<file path="config.mk">
export PLATFORM = sky130hd
export DESIGN_NAME = maroc_sc_sequencer
export DESIGN_NICKNAME = d
export VERILOG_FILES = /design/src/rtl/maroc_sc_pkg.sv /design/src/rtl/sc_clk_gen.sv /design/src/rtl/maroc_sc_sequencer.sv
export SDC_FILE = /design/constraint.sdc
export NUM_CORES = 1
export LEC_CHECK = 0
export ABC_AREA = 1
export BUFFER_PORTS_ARGS = -buffer_cell sky130_fd_sc_hd__buf_2
export CAP_MARGIN = 10
export CORE_UTILIZATION = 45
export CTS_CLUSTER_DIAMETER = 150
export DETAILED_ROUTE_END_ITERATION = 8
export HOLD_SLACK_MARGIN = 0.15
export PLACE_DENSITY = 0.78
export SETUP_SLACK_MARGIN = 0.2
export SYNTH_ARGS = -nofsm -noshare
export SYNTH_HDL_FRONTEND = slang
export SYNTH_HIERARCHICAL = 1
export SYNTH_SLANG_ARGS = --single-unit
</file>
<file path="constraint.sdc">
create_clock -name CK_SC -period 1.4 [get_ports CK_SC]
set_input_delay 0.07 -clock CK_SC [delete_from_list [all_inputs] [get_ports CK_SC]]
set_output_delay 0.07 -clock CK_SC [all_outputs]
set_load 0.02 [all_outputs]
</file>
<file path="src/rtl/maroc_sc_pkg.sv">
// Shared definitions for the MAROC slow-control chain: chain length, field offsets, sequencer states.
package maroc_sc_pkg;

  localparam int SC_LEN = 829;

  localparam int OFS_DAC2       = 3;
  localparam int OFS_DAC1       = 13;
  localparam int OFS_MASK_OR_CH = 27;
  localparam int OFS_GAIN       = 189;
  localparam int OFS_CTEST_CH   = 765;

  typedef enum logic [2:0] {
    IDLE    = 3'd0,
    CHIPRST = 3'd1,
    LOAD    = 3'd2,
    VERIFY  = 3'd3,
    CHECK   = 3'd4,
    FINISH  = 3'd5
  } sc_state_e;

endpackage

</file>
<file path="src/rtl/sc_clk_gen.sv">
// Serial clock generator: each slot is CLK_DIV cycles low then CLK_DIV cycles high, with
// a sample strobe in the last low cycle and an end strobe in the last cycle of the slot.
module sc_clk_gen #(
  parameter int CLK_DIV = 4
) (
  input  logic clk,
  input  logic rst,
  input  logic act,
  input  logic act_nx,
  output logic sc_ck,
  output logic sample_pt,
  output logic slot_end
);

  localparam int PW = $clog2(2 * CLK_DIV);
  localparam logic [PW-1:0] PH_LOW_LAST = PW'(CLK_DIV - 1);
  localparam logic [PW-1:0] PH_HIGH     = PW'(CLK_DIV);
  localparam logic [PW-1:0] PH_LAST     = PW'(2 * CLK_DIV - 1);

  logic [PW-1:0] ph_r;
  logic [PW-1:0] ph_nx_s;
  logic          sc_ck_r;

  // next slot phase; phase is parked at 0 outside shifting states
  always_comb begin
    ph_nx_s = '0;
    if (!act) begin
      ph_nx_s = '0;
    end else if (ph_r == PH_LAST) begin
      ph_nx_s = '0;
    end else begin
      ph_nx_s = ph_r + PW'(1);
    end
  end

  // phase counter and glitch-free registered serial clock
  always_ff @(posedge clk) begin
    if (rst) begin
      ph_r    <= '0;
      sc_ck_r <= 1'b0;
    end else begin
      ph_r    <= ph_nx_s;
      sc_ck_r <= act_nx && (ph_nx_s >= PH_HIGH);
    end
  end

  assign sc_ck     = sc_ck_r;
  assign sample_pt = act && (ph_r == PH_LOW_LAST);
  assign slot_end  = act && (ph_r == PH_LAST);

endmodule

</file>
<file path="src/rtl/maroc_sc_sequencer.sv">
// MAROC slow-control load sequencer: chip reset, serial load, optional readback verify with retries.
// Readback/retry logic is compiled in only when MAROC_SC_VERIFY_EN is defined.
module maroc_sc_sequencer #(
  parameter int SC_LEN  = maroc_sc_pkg::SC_LEN,
  parameter int CLK_DIV = 4,
  parameter int RST_CYC = 8
) (
  input  logic       CK_SC,
  input  logic       rst,
  input  logic       start,
  input  logic       verify_en,
  input  logic [1:0] max_retry,
  output logic [9:0] cfg_idx,
  input  logic       cfg_bit,
  output logic       sc_ck,
  output logic       sc_d,
  output logic       sc_rstb,
  input  logic       sc_q,
  output logic       busy,
  output logic       done,
  output logic       err,
  output logic [1:0] retries,
  output logic [9:0] mismatch_cnt
);
  import maroc_sc_pkg::*;

  localparam int RCW = $clog2(RST_CYC + 1);
  localparam logic [RCW-1:0] RC_LAST  = RCW'(RST_CYC - 1);
  localparam logic [9:0]     IDX_LAST = 10'(SC_LEN - 1);

  sc_state_e      state_r;
  sc_state_e      state_nx_s;
  logic [RCW-1:0] rcnt_r;
  logic [9:0]     idx_r;
  logic           busy_r;
  logic           done_r;
  logic           rstb_r;
  logic           slot_act_s;
  logic           slot_act_nx_s;
  logic           sample_pt_s;
  logic           slot_end_s;
  logic           last_slot_s;

`ifdef MAROC_SC_VERIFY_EN
  logic           vfy_r;
  logic [1:0]     maxr_r;
  logic           err_r;
  logic [1:0]     retr_r;
  logic [9:0]     mm_r;
`endif

  assign slot_act_s    = (state_r == LOAD) || (state_r == VERIFY);
  assign slot_act_nx_s = (state_nx_s == LOAD) || (state_nx_s == VERIFY);
  assign last_slot_s   = (idx_r == IDX_LAST);

  sc_clk_gen #(
    .CLK_DIV (CLK_DIV)
  ) u_clk_gen (
    .clk       (CK_SC),
    .rst       (rst),
    .act       (slot_act_s),
    .act_nx    (slot_act_nx_s),
    .sc_ck     (sc_ck),
    .sample_pt (sample_pt_s),
    .slot_end  (slot_end_s)
  );

  // next-state logic
  always_comb begin
    state_nx_s = state_r;
    case (state_r)
      IDLE: begin
        if (start) state_nx_s = CHIPRST;
        else       state_nx_s = IDLE;
      end
      CHIPRST: begin
        if (rcnt_r == RC_LAST) state_nx_s = LOAD;
        else                   state_nx_s = CHIPRST;
      end
      LOAD: begin
        if (slot_end_s && last_slot_s) begin
`ifdef MAROC_SC_VERIFY_EN
          if (vfy_r) state_nx_s = VERIFY;
          else       state_nx_s = FINISH;
`else
          state_nx_s = FINISH;
`endif
        end else begin
          state_nx_s = LOAD;
        end
      end
`ifdef MAROC_SC_VERIFY_EN
      VERIFY: begin
        if (slot_end_s && last_slot_s) state_nx_s = CHECK;
        else                           state_nx_s = VERIFY;
      end
      CHECK: begin
        if (mm_r == 10'd0)          state_nx_s = FINISH;
        else if (retr_r < maxr_r)   state_nx_s = CHIPRST;
        else                        state_nx_s = FINISH;
      end
`endif
      FINISH:  state_nx_s = IDLE;
      default: state_nx_s = IDLE;
    endcase
  end

  // state register; status outputs are registered from the next state so they align with it
  always_ff @(posedge CK_SC) begin
    if (rst) begin
      state_r <= IDLE;
      rcnt_r  <= '0;
      idx_r   <= 10'd0;
      busy_r  <= 1'b0;
      done_r  <= 1'b0;
      rstb_r  <= 1'b1;
    end else begin
      state_r <= state_nx_s;
      busy_r  <= (state_nx_s != IDLE) && (state_nx_s != FINISH);
      done_r  <= (state_nx_s == FINISH);
      rstb_r  <= (state_nx_s != CHIPRST);
      rcnt_r  <= (state_r == CHIPRST) ? rcnt_r + RCW'(1) : '0;
      if (slot_end_s) begin
        idx_r <= last_slot_s ? 10'd0 : idx_r + 10'd1;
      end
    end
  end

`ifdef MAROC_SC_VERIFY_EN
  // per-sequence options, readback mismatch counting and retry bookkeeping
  always_ff @(posedge CK_SC) begin
    if (rst) begin
      vfy_r  <= 1'b0;
      maxr_r <= 2'd0;
      err_r  <= 1'b0;
      retr_r <= 2'd0;
      mm_r   <= 10'd0;
    end else if ((state_r == IDLE) && start) begin
      vfy_r  <= verify_en;
      maxr_r <= max_retry;
      err_r  <= 1'b0;
      retr_r <= 2'd0;
      mm_r   <= 10'd0;
    end else if (state_r == CHECK) begin
      if (mm_r != 10'd0) begin
        if (retr_r < maxr_r) begin
          retr_r <= retr_r + 2'd1;
          mm_r   <= 10'd0;
        end else begin
          err_r <= 1'b1;
        end
      end
    end else if ((state_r == VERIFY) && sample_pt_s && (sc_q != cfg_bit)) begin
      mm_r <= mm_r + 10'd1;
    end
  end

  assign err          = err_r;
  assign retries      = retr_r;
  assign mismatch_cnt = mm_r;
`else
  logic unused_s;
  assign unused_s     = ^{verify_en, max_retry, sc_q, sample_pt_s};
  assign err          = 1'b0;
  assign retries      = 2'd0;
  assign mismatch_cnt = 10'd0;
`endif

  // cfg_bit follows cfg_idx combinationally, so passing it through keeps sc_d aligned to the slot
  assign sc_d    = slot_act_s & cfg_bit;
  assign cfg_idx = idx_r;
  assign sc_rstb = rstb_r;
  assign busy    = busy_r;
  assign done    = done_r;

endmodule

</file>
### Yosys cells after proc, flatten, opt, wreduce, memory -nomap -nowiden

Cells that the tools add are included.

| cells by class | value |
|---|---|
| add/subtract/negate cells | 3 |
| $lt $le $gt $ge | 1 |
| equal/unequal tests | 11 |
| mux-type cells | 7 |
| bitwise gates (word level) | 2 |
| reductions and logical operators | 9 |

Operators with widths:

| operator | number |
|---|---|
| $eq A3 B2 Y1 const B | 4 |
| $add A10 B1 Y10 const B | 1 |
| $eq A10 B10 Y1 const B | 1 |
| $mux W10 | 1 |
| $mux W3 | 3 |
| $pmux W3 S3 | 1 |
| $eq A3 B3 Y1 const B | 2 |
| $add A4 B1 Y4 const B | 1 |
| $eq A4 B3 Y1 const B | 1 |
| $logic_and A1 B1 Y1 | 4 |
| $add A3 B1 Y3 const B | 1 |
| $eq A3 B1 Y1 const B | 1 |
| $ge A3 B3 Y1 const B | 1 |
| $logic_not A3 Y1 | 1 |
| $ne A3 B1 Y1 const B | 1 |
| $ne A3 B3 Y1 const B | 1 |
| $reduce_bool A3 Y1 | 1 |
| $logic_or A1 B1 Y1 | 2 |
| $mux W2 | 1 |
| $reduce_or A2 Y1 | 1 |
| $and A1 B1 Y1 | 1 |
| $mux W1 | 1 |
| $not A1 Y1 | 1 |

| word-level totals | value |
|---|---|
| register bits | 24 |
| output and inout port bits | 28 |

### Longest topological paths before layout

| logic depth | value |
|---|---|
| depth in word-level cells | 9 |
| depth in mapped cells | 12 |
| gate-level depth less buffers | 12 |

### Hierarchy

The synthesis kept the hierarchy.

By module, submodules not included:

| module | times used | cells an instance | area an instance (µm²) | seq. area each (µm²) |
|---|---|---|---|---|
| maroc_sc_sequencer | 1 | 127 | 999.7 | 400.4 |
| sc_clk_gen | 1 | 24 | 185.2 | 80.1 |

### Worst setup path before layout

Ideal clock, no wire load.

| timing path | value |
|---|---|
| path kind | register to register |
| start | register u_clk_gen.ph_r[0] |
| end | register idx_r[9], in the netlist cfg_idx[9] |
| library setup time | 0.115 ns |
| data arrival time | 1.420 ns |
| required time | 1.285 ns |
| path slack | -0.135 ns |
| stages on the path, launching flop included | 12 |
| path buffers | 0 |
| clock period less this slack | 1.535 ns |
| cell sequence | dfxtp_1 ha_1 ha_1 nand2_1 inv_1 nand2_1 nor2_4 nand4_2 nor2_2 nand3_1 nand2_1 nor2_1 |

| on the way | value |
|---|---|
| word-level cells in the longest chain between the ends | 2 |

Ends and longest elaborated chain:

| what | RTL line | text |
|---|---|---|
| start: declaration | sc_clk_gen.sv:20 | `logic [PW-1:0] ph_r;` |
| start signal: assignment | sc_clk_gen.sv:42 | `ph_r <= ph_nx_s;` |
| $eq A3 B3 Y1 | sc_clk_gen.sv:49 | `assign slot_end = act && (ph_r == PH_LAST);` |
| $logic_and A1 B1 Y1 | sc_clk_gen.sv:49 |  |
| net slot_end_s | maroc_sc_sequencer.sv:41 | `logic slot_end_s;` |
| end signal: assignment | maroc_sc_sequencer.sv:124 | `idx_r <= last_slot_s ? 10'd0 : idx_r + 10'd1;` |
| end: declaration | maroc_sc_sequencer.sv:34 | `logic [9:0] idx_r;` |

The timed path passes the listed nets, and every way through them passes these cells.
A chain may end at the register's enable or synchronous reset.

### Worst setup path in the final report

| timing path | value |
|---|---|
| start | register u_clk_gen.ph_r[0] |
| end | register idx_r[0], in the netlist cfg_idx[0] |

The elaborated chain is that of the path after synthesis.

==> results.yml <==
outcome:
  outcome: "finished, violations left"
  failed_checks: "setup timing"
cts:
  clk_pin_slew_ps: 130
  clock-root-buffer: "clkbuf_4"
  clockBufferDepth: 2
  clkLatencyLatePin_ps: 320
  h-tree-depth: 1
  cts_sinks: 24
  numCtsBuffers: 3
  tritoncts: "done"
finish:
  final_area_um2: 1570
  layout-drive-gt1-share: 0.421
  fin_util: 0.635
  syn_to_final_growth_pct: 33.6
  num_antenna_cells: 0
  final_nets: 205
run:
  max_cap_violations: 0
timing:
  tns_ps: -631
  setup_ws_ps: -101
  period_share: 1.07
  fmaxAchievable_mhz: 666
  finalHoldViolations: 0
  fin_skew_ps: 9.34
  slew_violations: 0
  rsz0062_at_grt: "true"
  fin_crit_ps: 1500
  setup_viol: 13
grt:
  grt_max_degree: 14
  use_met3: 0.0345
  busiest_layer: "met2"
  grt_pass1_wl_um: 3470
  grt.total_usage: 0.170
  grtUsageMet2: 0.310
  grt_pass1_vias: 870
  grtUsageMet1: 0.192
  grt_overflow: 0
  grt_antenna_before_repair: 0
power:
  pwr-share-comb: 0.076
  power_frac_clock: 0.318
  powerDensity_nw_per_um2: 731
  p_seq_frac: 0.606
  internal-power_w: 0.000876
  vdd_ir_drop_max_mv: 0.544
  power_switching_share: 0.239
  power.switching_w: 0.000275
  p_leak_nw: 0.764
route:
  route.detailed.drc: 0
  ant_nets: 0
  vias: 1018
  dr.pass1.iters: 4
  vias_per_cell: 4.63
  wire_per_inst_um: 10.2
  drtIter0Drc: 8
  drt_wl_total_um: 2240
worst_setup_path:
  setup.worst_path.end_class: "flip-flop"
  critPathLaunchType: "flip-flop"
  crit_required_ps: 1640
  crit_type: "reg -> reg"
  arrival_ps: 1750
  cp_max_fo: 4
synthesis:
  syn_area_um2: 1180
  syn_area_per_cell_um2: 7.90
  yosysWarningCount: 6
  synth_cells: 149
die:
  fp.dieH_um: 53.2
  core_area_um2: 2480
  design.die.area_um2: 2820
  die_w_um: 53.2
  rows: 18
  initial_core_util: 0.475
  io_pins: 36
placed_design:
  place_congestion: 0.767
  port_buffers: 18
  place_area_um2: 1410
  place_hpwl_um: 1660
worst_hold_path:
  hold_class: "in -> reg"
registers in the layout, indices dropped and copies added, names as in the netlist:
| register | count |
|---|---|
| cfg_idx | 10 |
| sc_rstb | 1 |
| rcnt_r | 4 |
| done | 1 |
| busy | 1 |
| state_r | 3 |
| u_clk_gen/sc_ck | 1 |
| u_clk_gen/ph_r | 3 |
per-layer routing:
layer / vias to the layer above / wire length [µm] / share of wire
met2: 22 / 1140 / 0.51
met5: - / 0 / 0
li1: 518 / - / -
met3: 4 / 83 / 0.037
met1: 474 / 979 / 0.44
met4: 0 / 38 / 0.017
worst max-delay path, stage by stage, from the launching register on:
cell,delay [ps]
dfxtp_2,360
ha_4,160
ha_4,150
nand2_2,50
inv_2,40
nand2_1,70
inv_2,40
nand3b_1,120
nand2_2,130
buf_6,150
nor3b_2,160
per-stage QoR:
stage                     instances  total power [W]  setup WS, ps  hold WS, ps
after floorplan                 161         0.000797         -62.6          138
after CTS                       217          0.00116         -68.3          188
final                           220          0.00115          -101          180
after global placement          210         0.000788         -30.5          340
after detailed placement        210         0.000790          -110          342
after global routing            220          0.00120          -195          186
power by group through the flow:
stage / Clock, W / Sequential, W / Combinational (W)
2_1_floorplan: 0 / 0.000717 / 0.0000803
3_3_place_gp: 0 / 0.000712 / 0.0000760
3_5_place_dp: 0 / 0.000712 / 0.0000776
4_1_cts: 0.000374 / 0.000697 / 0.0000853
5_1_grt: 0.000405 / 0.000698 / 0.0000971
6_report: 0.000365 / 0.000697 / 0.0000880
layout make-up:
type	instances	area, µm²
timing repair buffer	38	264
sequential	24	487
clock buffer	4	36.3
multi-input combinational	103	669
inverter	21	78.8
fill	218	905
tap	30	37.5
worst paths after layout:
kind                                              startpoint                 endpoint  slack (ps)  depth (start not counted)
worst max register to register  u_clk_gen/ph_r[0]$_SDFF_PP0_  cfg_idx[0]$_SDFFE_PP0P_        -100                         10
worst min register to register          rcnt_r[0]$_SDFF_PP0_     rcnt_r[0]$_SDFF_PP0_         450                          1
worst min-delay path                                   start          busy$_SDFF_PP0_         180                          5
worst max-delay path            u_clk_gen/ph_r[0]$_SDFF_PP0_  cfg_idx[0]$_SDFFE_PP0P_        -100                         10
repair_timing:
item | 4_1_cts | 5_1_grt
resized for setup | 16 | 8
pin swaps | 6 | 9
setup buffers | 2 | 3
endpoints found under the hold margin | 10 | 0
setup endpoints to repair | 18 | 18
cloned | 0 | 0
hold buffers | 1 | 0
cell usage in the layout (no fill, tap or decap):
cell            n
nand2_2         9
nor3_2          1
clkbuf_8        1
nand4_4         1
mux2i_1         1
nand3_1         7
nor3_4          1
a21oi_2         1
nor2_2          4
xnor2_1         2
ha_1            4
o21bai_1        1
dfxtp_2         5
nor3b_2         2
nand2_1        14
conb_1         13
buf_4          15
nor3_1          1
ha_4            2
and3_4          1
nand3b_1        1
nand3_2         3
dlygate4sd3_1   1
xor2_1          2
nand2_4         1
o211ai_1        1
nand4_1         1
dfxtp_1        19
nor2_1         20
nor2_4          3
clkbuf_4        3
buf_6           5
inv_2           5
a21oi_1         6
buf_2          17
inv_1          16
No activity file was read; power rests on OpenSTA's default activity.
